==> src/rtl/sw_pe_array_ctrl.sv <==
// Segment sequencer for the Smith-Waterman PE array: loads query segments, streams the target,
// spills/replays the last-PE boundary column and tracks the best score. Option: SW_ARRAY_POS_EN.
module sw_pe_array_ctrl #(
    parameter int NUM_PE     = 64,
    parameter int VEF_BIT    = 16,
    parameter int T_LEN_BIT  = 10,
    parameter int NUM_PE_LOG = 7
) (
    input  logic                     clk,
    input  logic                     rst_n,
    input  logic                     i_start,
    input  logic [T_LEN_BIT-1:0]     i_t_len,
    input  logic [VEF_BIT-1:0]       i_match,
    input  logic [VEF_BIT-1:0]       i_mismatch,
    input  logic [VEF_BIT-1:0]       i_minusAlpha,
    input  logic [VEF_BIT-1:0]       i_minusBeta,
    input  logic                     i_param_valid,
    output logic                     o_request_s,
    input  logic [NUM_PE*2-1:0]      i_s,
    input  logic [NUM_PE_LOG-1:0]    i_s_len,
    input  logic                     i_s_valid,
    input  logic                     i_s_last,
    output logic                     o_t_rd,
    output logic [T_LEN_BIT-1:0]     o_t_addr,
    input  logic [1:0]               i_t_data,
    output logic                     o_spill_rd,
    output logic [T_LEN_BIT-1:0]     o_spill_raddr,
    input  logic [2*VEF_BIT-1:0]     i_spill_rdata,
    output logic                     o_spill_wr,
    output logic [T_LEN_BIT-1:0]     o_spill_waddr,
    output logic [2*VEF_BIT-1:0]     o_spill_wdata,
    output logic                     o_pe_load,
    output logic [NUM_PE*2-1:0]      o_pe_s,
    output logic [NUM_PE_LOG-1:0]    o_pe_s_len,
    output logic [4*VEF_BIT-1:0]     o_pe_param,
    output logic [1:0]               o_pe_t,
    output logic [VEF_BIT-1:0]       o_pe_v_in,
    output logic [VEF_BIT-1:0]       o_pe_f_in,
    output logic                     o_pe_in_valid,
    input  logic [VEF_BIT-1:0]       i_pe_v_out,
    input  logic [VEF_BIT-1:0]       i_pe_f_out,
    input  logic [VEF_BIT-1:0]       i_pe_max,
    input  logic                     i_pe_out_valid,
`ifdef SW_ARRAY_POS_EN
    output logic [15:0]              o_max_seg,
    output logic [T_LEN_BIT-1:0]     o_max_col,
`endif
    output logic                     o_busy,
    output logic [VEF_BIT-1:0]       o_result,
    output logic                     o_valid
);

    typedef enum logic [2:0] {
        S_IDLE, S_LOAD_S, S_RUN, S_DRAIN, S_NEXT, S_DONE
    } state_t;

    state_t                  state_reg, state_next;
    logic [T_LEN_BIT-1:0]    t_len_reg;
    logic [NUM_PE*2-1:0]     s_reg;
    logic [NUM_PE_LOG-1:0]   s_len_reg;
    logic                    s_last_reg;
    logic [15:0]             seg_reg;
    logic [T_LEN_BIT-1:0]    rd_ptr_reg;
    logic [T_LEN_BIT-1:0]    wr_ptr_reg;
    logic [VEF_BIT-1:0]      max_reg;
    logic                    load_reg;
    logic                    in_valid_reg;
    logic                    capture;
    logic [VEF_BIT-1:0]      param_in  [4];
    logic [VEF_BIT-1:0]      param_reg [4];

    assign param_in[0] = i_match;
    assign param_in[1] = i_mismatch;
    assign param_in[2] = i_minusAlpha;
    assign param_in[3] = i_minusBeta;

    // Parameter 0 (match) lands in the MSBs of o_pe_param.
    generate
        for (genvar gi = 0; gi < 4; gi++) begin : g_param
            always_ff @(posedge clk or negedge rst_n) begin
                if (!rst_n) begin
                    param_reg[gi] <= '0;
                end else if (state_reg == S_IDLE && i_param_valid) begin
                    param_reg[gi] <= param_in[gi];
                end
            end
            assign o_pe_param[(3-gi)*VEF_BIT +: VEF_BIT] = param_reg[gi];
        end
    endgenerate

    assign capture = i_pe_out_valid && (state_reg == S_RUN || state_reg == S_DRAIN);

    always_comb begin
        state_next = state_reg;
        case (state_reg)
            S_IDLE:   if (i_start) state_next = (i_t_len == '0) ? S_DONE : S_LOAD_S;
            S_LOAD_S: if (i_s_valid) state_next = (i_s_len == '0) ? S_NEXT : S_RUN;
            S_RUN:    if (rd_ptr_reg == t_len_reg - T_LEN_BIT'(1)) state_next = S_DRAIN;
            S_DRAIN:  if (wr_ptr_reg == t_len_reg) state_next = S_NEXT;
            S_NEXT:   state_next = s_last_reg ? S_DONE : S_LOAD_S;
            S_DONE:   state_next = S_IDLE;
            default:  state_next = S_IDLE;
        endcase
    end

`ifdef SW_ARRAY_POS_EN
    logic [15:0]          max_seg_reg;
    logic [T_LEN_BIT-1:0] max_col_reg;

    always_ff @(posedge clk or negedge rst_n) begin
        if (!rst_n) begin
            max_seg_reg <= '0;
            max_col_reg <= '0;
        end else if (state_reg == S_IDLE && i_start) begin
            max_seg_reg <= '0;
            max_col_reg <= '0;
        end else if (capture && i_pe_max > max_reg) begin
            max_seg_reg <= seg_reg;
            max_col_reg <= wr_ptr_reg;
        end
    end

    assign o_max_seg = max_seg_reg;
    assign o_max_col = max_col_reg;
`endif

    always_ff @(posedge clk or negedge rst_n) begin
        if (!rst_n) begin
            state_reg    <= S_IDLE;
            t_len_reg    <= '0;
            s_reg        <= '0;
            s_len_reg    <= '0;
            s_last_reg   <= 1'b0;
            seg_reg      <= '0;
            rd_ptr_reg   <= '0;
            wr_ptr_reg   <= '0;
            max_reg      <= '0;
            load_reg     <= 1'b0;
            in_valid_reg <= 1'b0;
        end else begin
            state_reg    <= state_next;
            load_reg     <= 1'b0;
            in_valid_reg <= (state_reg == S_RUN);
            case (state_reg)
                S_IDLE: begin
                    if (i_start) begin
                        t_len_reg  <= i_t_len;
                        max_reg    <= '0;
                        seg_reg    <= '0;
                        rd_ptr_reg <= '0;
                        wr_ptr_reg <= '0;
                    end
                end
                S_LOAD_S: begin
                    if (i_s_valid) begin
                        s_reg      <= i_s;
                        s_len_reg  <= i_s_len;
                        s_last_reg <= i_s_last;
                        load_reg   <= (i_s_len != '0);
                    end
                end
                S_RUN: rd_ptr_reg <= rd_ptr_reg + T_LEN_BIT'(1);
                S_NEXT: begin
                    if (!s_last_reg) begin
                        seg_reg    <= seg_reg + 16'd1;
                        rd_ptr_reg <= '0;
                        wr_ptr_reg <= '0;
                    end
                end
                default: ;
            endcase
            // Column outputs arrive in order, so wr_ptr doubles as the drained-column count.
            if (capture) begin
                wr_ptr_reg <= wr_ptr_reg + T_LEN_BIT'(1);
                if (i_pe_max > max_reg) max_reg <= i_pe_max;
            end
        end
    end

    assign o_busy        = (state_reg != S_IDLE);
    assign o_request_s   = (state_reg == S_LOAD_S);
    assign o_t_rd        = (state_reg == S_RUN);
    assign o_t_addr      = o_t_rd ? rd_ptr_reg : '0;
    assign o_spill_rd    = (state_reg == S_RUN) && (seg_reg != '0);
    assign o_spill_raddr = o_spill_rd ? rd_ptr_reg : '0;
    // The final segment's boundary column is never replayed, so it is not stored.
    assign o_spill_wr    = capture && !s_last_reg;
    assign o_spill_waddr = o_spill_wr ? wr_ptr_reg : '0;
    assign o_spill_wdata = o_spill_wr ? {i_pe_v_out, i_pe_f_out} : '0;
    assign o_pe_load     = load_reg;
    assign o_pe_s        = s_reg;
    assign o_pe_s_len    = s_len_reg;
    assign o_pe_in_valid = in_valid_reg;
    assign o_pe_t        = in_valid_reg ? i_t_data : 2'b00;
    assign o_pe_v_in     = (in_valid_reg && seg_reg != '0) ? i_spill_rdata[2*VEF_BIT-1:VEF_BIT] : '0;
    assign o_pe_f_in     = (in_valid_reg && seg_reg != '0) ? i_spill_rdata[VEF_BIT-1:0] : '0;
    assign o_result      = max_reg;
    assign o_valid       = (state_reg == S_DONE);

endmodule

==> config.mk <==
export PLATFORM = sky130hd
export DESIGN_NAME = sw_pe_array_ctrl
export DESIGN_NICKNAME = d
export VERILOG_FILES = /design/src/rtl/sw_pe_array_ctrl.sv
export SDC_FILE = /design/constraint.sdc
export NUM_CORES = 1
export LEC_CHECK = 0
export ABC_AREA = 1
export ABC_CLOCK_PERIOD_IN_PS = 1750
export CAP_MARGIN = 0
export CELL_PAD_IN_SITES_DETAIL_PLACEMENT = 1
export CELL_PAD_IN_SITES_GLOBAL_PLACEMENT = 1
export CORE_AREA = 4 4 239 241
export DETAILED_ROUTE_END_ITERATION = 16
export DIE_AREA = 0 0 243 245
export GPL_ROUTABILITY_DRIVEN = 0
export PLACE_DENSITY_LB_ADDON = 0.1
export SLEW_MARGIN = 20
export SYNTH_ARGS = -nofsm -noshare
export SYNTH_HDL_FRONTEND = slang
export SYNTH_SLANG_ARGS = --single-unit
==> constraint.sdc <==
create_clock -name clk -period 1.75 [get_ports clk]
set_input_delay 0.35 -clock clk [delete_from_list [all_inputs] [get_ports clk]]
set_output_delay 0.35 -clock clk [all_outputs]
set_load 0.1 [all_outputs]
### Word level (Yosys, flattened, before mapping)

Cells that the tools add are included.

* add/subtract/negate cells: 4
* magnitude comparators: 1
* equality and inequality tests: 14
* mux-type cells: 29
* reduce and logical (&&, ||, !) cells: 22

Operators by type and width (count)
* 16-bit 2-to-1 mux: 8
* 10-bit 2-to-1 mux: 6
* 32-bit 2-to-1 mux: 1
* 16-bit one-hot mux with 2 select lines: 1
* 10-bit one-hot mux with 3 select lines: 1
* 3-bit 2-to-1 mux: 7
* 10-bit by 1-bit adder with 10-bit output (second input constant): 2
* 10-bit equality test: 2
* 10-bit one-hot mux with 2 select lines: 1
* 16-bit by 1-bit adder with 16-bit output (second input constant): 1
* 16-bit greater-than comparator: 1
* 16-bit nonzero test: 1
* 3-bit one-hot mux with 5 select lines: 1
* 10-bit logical NOT: 1
* 10-bit by 1-bit subtractor with 10-bit output (second input constant): 1
* 3-bit AND reduction: 3
* 3-bit nonzero test: 3
* 7-bit logical NOT: 1
* 7-bit nonzero test: 1
* 3-bit by 2-bit equality test with 1-bit output (second input constant): 2
* 3-bit equality test (second input constant): 2
* 2-bit by 1-bit inequality test with 1-bit output (second input constant): 3
* 3-bit inequality test (second input constant): 2
* 1-bit logical AND: 5
* other kinds (10): 13

* register bits: 267
* bits of input ports: 298
* output and inout bits: 319
* word-level logic and storage cells: 85

### Longest topological paths before layout

* depth after elaboration: 5
* mapped depth: 15
* gate-level depth less buffers: 15

### Worst setup path before layout

No wires, ideal clock.

* kind: reg2out
* start point: register state_reg[2]
* end point: output o_spill_waddr[0]
* arrival time: 4052 ps
* required time: 1400 ps
* slack: -2652 ps
* cell stages (with the launch flop): 7
* path buffers: 1
* path through: dfrtp_1 -> inv_4 -> nand3_1 -> nor2_1 -> clkinv_1 -> buf_2 -> nor2_1

* longest elaborated chain between the ends: 5
* elaborated cells between the ends (all ways): 6
* those cells by class: 2 x eq/ne; 1 x mux; 3 x reduce/logical

RTL lines
* start, declared: line 57 `state_t state_reg, state_next;`
* start signal, assigned: line 141 `state_reg <= state_next;`
* 3-bit by 2-bit equality test with 1-bit output: line 91 `assign capture = i_pe_out_valid && (state_reg == S_RUN || state_reg == S_DRAIN);`
* 1-bit logical OR (*): line 91
* 1-bit logical AND (*): line 91
* 1-bit logical AND (*): line 187 `assign o_spill_wr = capture && !s_last_reg;`
* net o_spill_wr: line 29 `output logic o_spill_wr,`
* 10-bit 2-to-1 mux (*): line 188 `assign o_spill_waddr = o_spill_wr ? wr_ptr_reg : '0;`
* end, declared: line 30 `output logic [T_LEN_BIT-1:0] o_spill_waddr,`

Mark *: on every way through the listed nets, which the timed path passes. The rest lies on a longest branch.

### Final worst setup path

* start point: register seg_reg[6]
* end point: output o_pe_f_in[1]

* longest elaborated chain between the ends: 3

RTL lines
* start, declared: line 62 `logic [15:0] seg_reg;`
* start signal, assigned: line 165 `seg_reg <= seg_reg + 16'd1;`
* 16-bit nonzero test: line 196 `assign o_pe_f_in = (in_valid_reg && seg_reg != '0) ? i_spill_rdata[VEF_BIT-1:0] : '0;`
* 1-bit logical AND: line 196
* 16-bit 2-to-1 mux: line 196
* end, declared: line 38 `output logic [VEF_BIT-1:0] o_pe_f_in,`

No other way between the ends.

==> run_results.csv <==
group,metric,value,unit
outcome,status,"complete, but fails checks",
outcome,violations,"negative setup slack",
floorplanning,ios,617,
drt,wire_per_inst,21.8,µm
synth,synth_area_leader_cell,"dfrtp_1",
global_route,grt_pass1_vias,13400,
worst_setup_path,crit_fanout,7,
timing,slew_viol_final,0,
drt,wirelength,61000,µm
worst_setup_path,setup.worst_path.class,"flip-flop to output pin",
cts,cts_root_buf,"clkbuf_16",
worst_setup_path,path_delay_family,"buffers and inverters",
worst_setup_path,worst_ep_required_time,1400,ps
worst_setup_path,cp_cell_sequence,"inv_2, nand4_1, nor4_2, buf_4, nand2_2, buf_6, nand2_8, buf_12, nor2_4, buf_12",
global_route,grt_max_degree,45,
placement,post-place-ws,-490,ps
worst_setup_path,worstReg2RegStart,"state_reg[1]",
worst_setup_path,crit_path_end_kind,"output pin",
global_route,grtUsageTotal,0.189,
synth,syn_area_per_cell,10.2,µm²
synth,synth-main-ff-cell,"dfrtp_1",
timing,max_freq,386,MHz
synth,synth-seq-cells,267,
cts,numCtsBuffers,36,
cells_and_area,drive_above_1_share,0.531,
synth,syn_inst,1214,
floorplanning,die_area,0.0595,mm²
floorplanning,coreArea,0.0549,mm²
cells_and_area,final_util,0.515,
drt,drc,0,
drt,vias,12200,
cts,clockBufferDepth,3,
cts,cts_tree,"done",
synth,yosys_warnings,0,
timing,finClkSkew,15.1,ps
synth,synth.cell_area,0.0124,mm²
worst_setup_path,r2r-end,"seg_reg[9]",
timing,setup_viol,361,
cells_and_area,layout.nets,2378,
worst_setup_path,r2r_slack,-390,ps
drt,drtIter0Drc,368,
timing,worst_pin_slew,1090,ps
cts,clk_latency,560,ps
floorplanning,die_w,243,µm
worst_setup_path,startpoint_type,"flip-flop",
cells_and_area,largest_reg_flops,128,
placement,place_area,0.0246,mm²
worst_setup_path,cpMaxStageDelayCell,"dfrtp_1",
floorplanning,fp-row-count,86,
synth,async_flop_share,1.00,
placement,portBuffers,616,
global_route,antenna_found_initial,17,
drt,dr.pass1.iters,4,
cts,clock-sinks,267,
hold_path,min_path_type,"primary input to asynchronous set/reset pin",
timing,hold_violations,0,
worst_setup_path,max_stage_delay,390,ps
global_route,grt_overflow,0,
cts,htreeDepth,2,
synth,synth_edf_count,0,
synth,yosysTopAreaCellShare,0.541,
synth,synthTopCellsByArea,"dfrtp_1 54%, mux2_2 16%, nand2_1 5.4%",
cells_and_area,synthToLayoutAreaGrowth,128,%
timing,rsz0062_at_grt,"yes",
job,maxCapViolations,0,
global_route,grt_first_pass_wirelength,85500,µm
worst_setup_path,worst-path-buf-inv,5,
drt,via_per_inst,4.36,
worst_setup_path,critical_path_arrival,2240,ps
cts,clk_pin_slew,60,ps
synth,synth_cell_types,39,
synth,syn-num-nets,1533,
floorplanning,die_h,245,µm
placement,place.detailed.hpwl,46000,µm
timing,fin_crit_sh,1.48,
worst_setup_path,reg2reg_depth,12,
worst_setup_path,crit_top_cell,"buf_12",
synth,seq_area_frac_synth,0.541,
timing,relSlewSlack,0.272,
timing,setup_slack,-840,ps
timing,fin_crit,2590,ps
floorplanning,start_util,0.225,
cells_and_area,final_area,0.0282,mm²
drt,final_antenna_net_count,0,
-- synth_stat cells (6+ instances only) --
cell type,instances
nor2_1,170
buf_2,24
nand3_1,42
clkbuf_1,8
mux2_1,18
o21ai_0,40
ha_1,21
a21oi_1,24
mux2_2,174
nor3_1,15
dfrtp_1,267
buf_6,6
inv_1,168
nand2_1,179
-- worst register-to-register path, delay by kind of cell (launching register included) --
family,cells,cell delay (ps)
AND/OR/NAND/NOR,7,1040
buffers and inverters,4,470
flip-flops,1,460
AO/OA/AOI/OAI,1,80
-- through the flow --
step / TNS, ps / std cells / hold WS, ps
3_3_place_gp: -42490 / 2634 / 314
2_1_floorplan: -113280 / 1214 / 54.4
5_1_grt: -128780 / 2794 / 350
4_1_cts: -85580 / 2733 / 290
6_report: -104450 / 2797 / 326
3_5_place_dp: -44890 / 2634 / 311
-- per-layer routing --
metal / wire, µm / part of all wire / GRT usage / vias up
li1: - / - / - / 5623
met5: 117 / 0.0019 / 0 / -
met4: 1440 / 0.024 / 0.0526 / 20
met3: 5300 / 0.087 / 0.0761 / 93
met1: 21700 / 0.36 / 0.205 / 6114
met2: 32500 / 0.53 / 0.339 / 349
-- repair_timing --
item	4_1_cts	5_1_grt
endpoints found under the setup margin	122	358
pin swaps	29	61
resized for setup	90	214
hold buffers	1	0
endpoints found under the hold margin	34	0
setup buffers	24	37
gates cloned	8	29
-- cell usage in the layout, fill, tap and decap left out, types with 5 or more instances in the layout --
cell	n
nand3_2	5
o21ai_2	5
buf_6	44
inv_2	26
inv_4	7
ha_4	9
clkbuf_8	12
o21ai_0	17
diode_2	6
nor2_1	47
buf_8	5
buf_12	353
nor3_2	6
buf_4	118
nor3_1	7
mux2_2	172
clkbuf_16	56
nand2_1	123
dfrtp_4	16
clkdlybuf4s50_1	295
o21ai_1	18
xor2_1	5
clkbuf_1	8
nand3_4	7
buf_16	5
nor3_4	6
a21oi_1	10
nor2_4	110
nor2_2	20
nand3_1	32
nand2_4	12
nand4_1	5
nand2_2	43
mux2_4	20
ha_1	12
inv_1	136
a21oi_2	12
dfrtp_1	249
nand2_8	13
-- layout make-up --
cell class	instances	area [µm²]
timing repair buffer	841	12100
tap	704	881
fill	5569	26600
sequential	267	6740
clock inverter	9	150
multi-input combinational	740	6520
inverter	173	692
antenna	6	15.0
clock buffer	57	1120
-- cells by family after synthesis --
kind of cell / share of synthesized area
AND/OR/NAND/NOR: 0.150
AO/OA/AOI/OAI: 0.0366
buffers and inverters: 0.0713
flip-flops: 0.541
adder cells (fa/ha/maj): 0.0213
XOR/XNOR: 0.00496
multiplexers: 0.175
-- worst max-delay path by stage --
| stage | startpoint | to | slack (ps) | cells after the start |
|---|---|---|---|---|
| floorplan | state_reg[2] | o_spill_waddr[0] | -820 | 6 |
| finish | seg_reg[6] | o_pe_f_in[1] | -840 | 10 |
| global placement | i_pe_max[13] | o_result[9] | -430 | 11 |
| CTS | seg_reg[1] | o_pe_f_in[5] | -930 | 10 |
| detailed placement | i_pe_max[13] | o_result[13] | -490 | 9 |
| global route | seg_reg[6] | o_pe_f_in[1] | -990 | 10 |
Power is not shown: default switching activity piles up to over one toggle a cycle in this logic, so the estimate is an artifact.
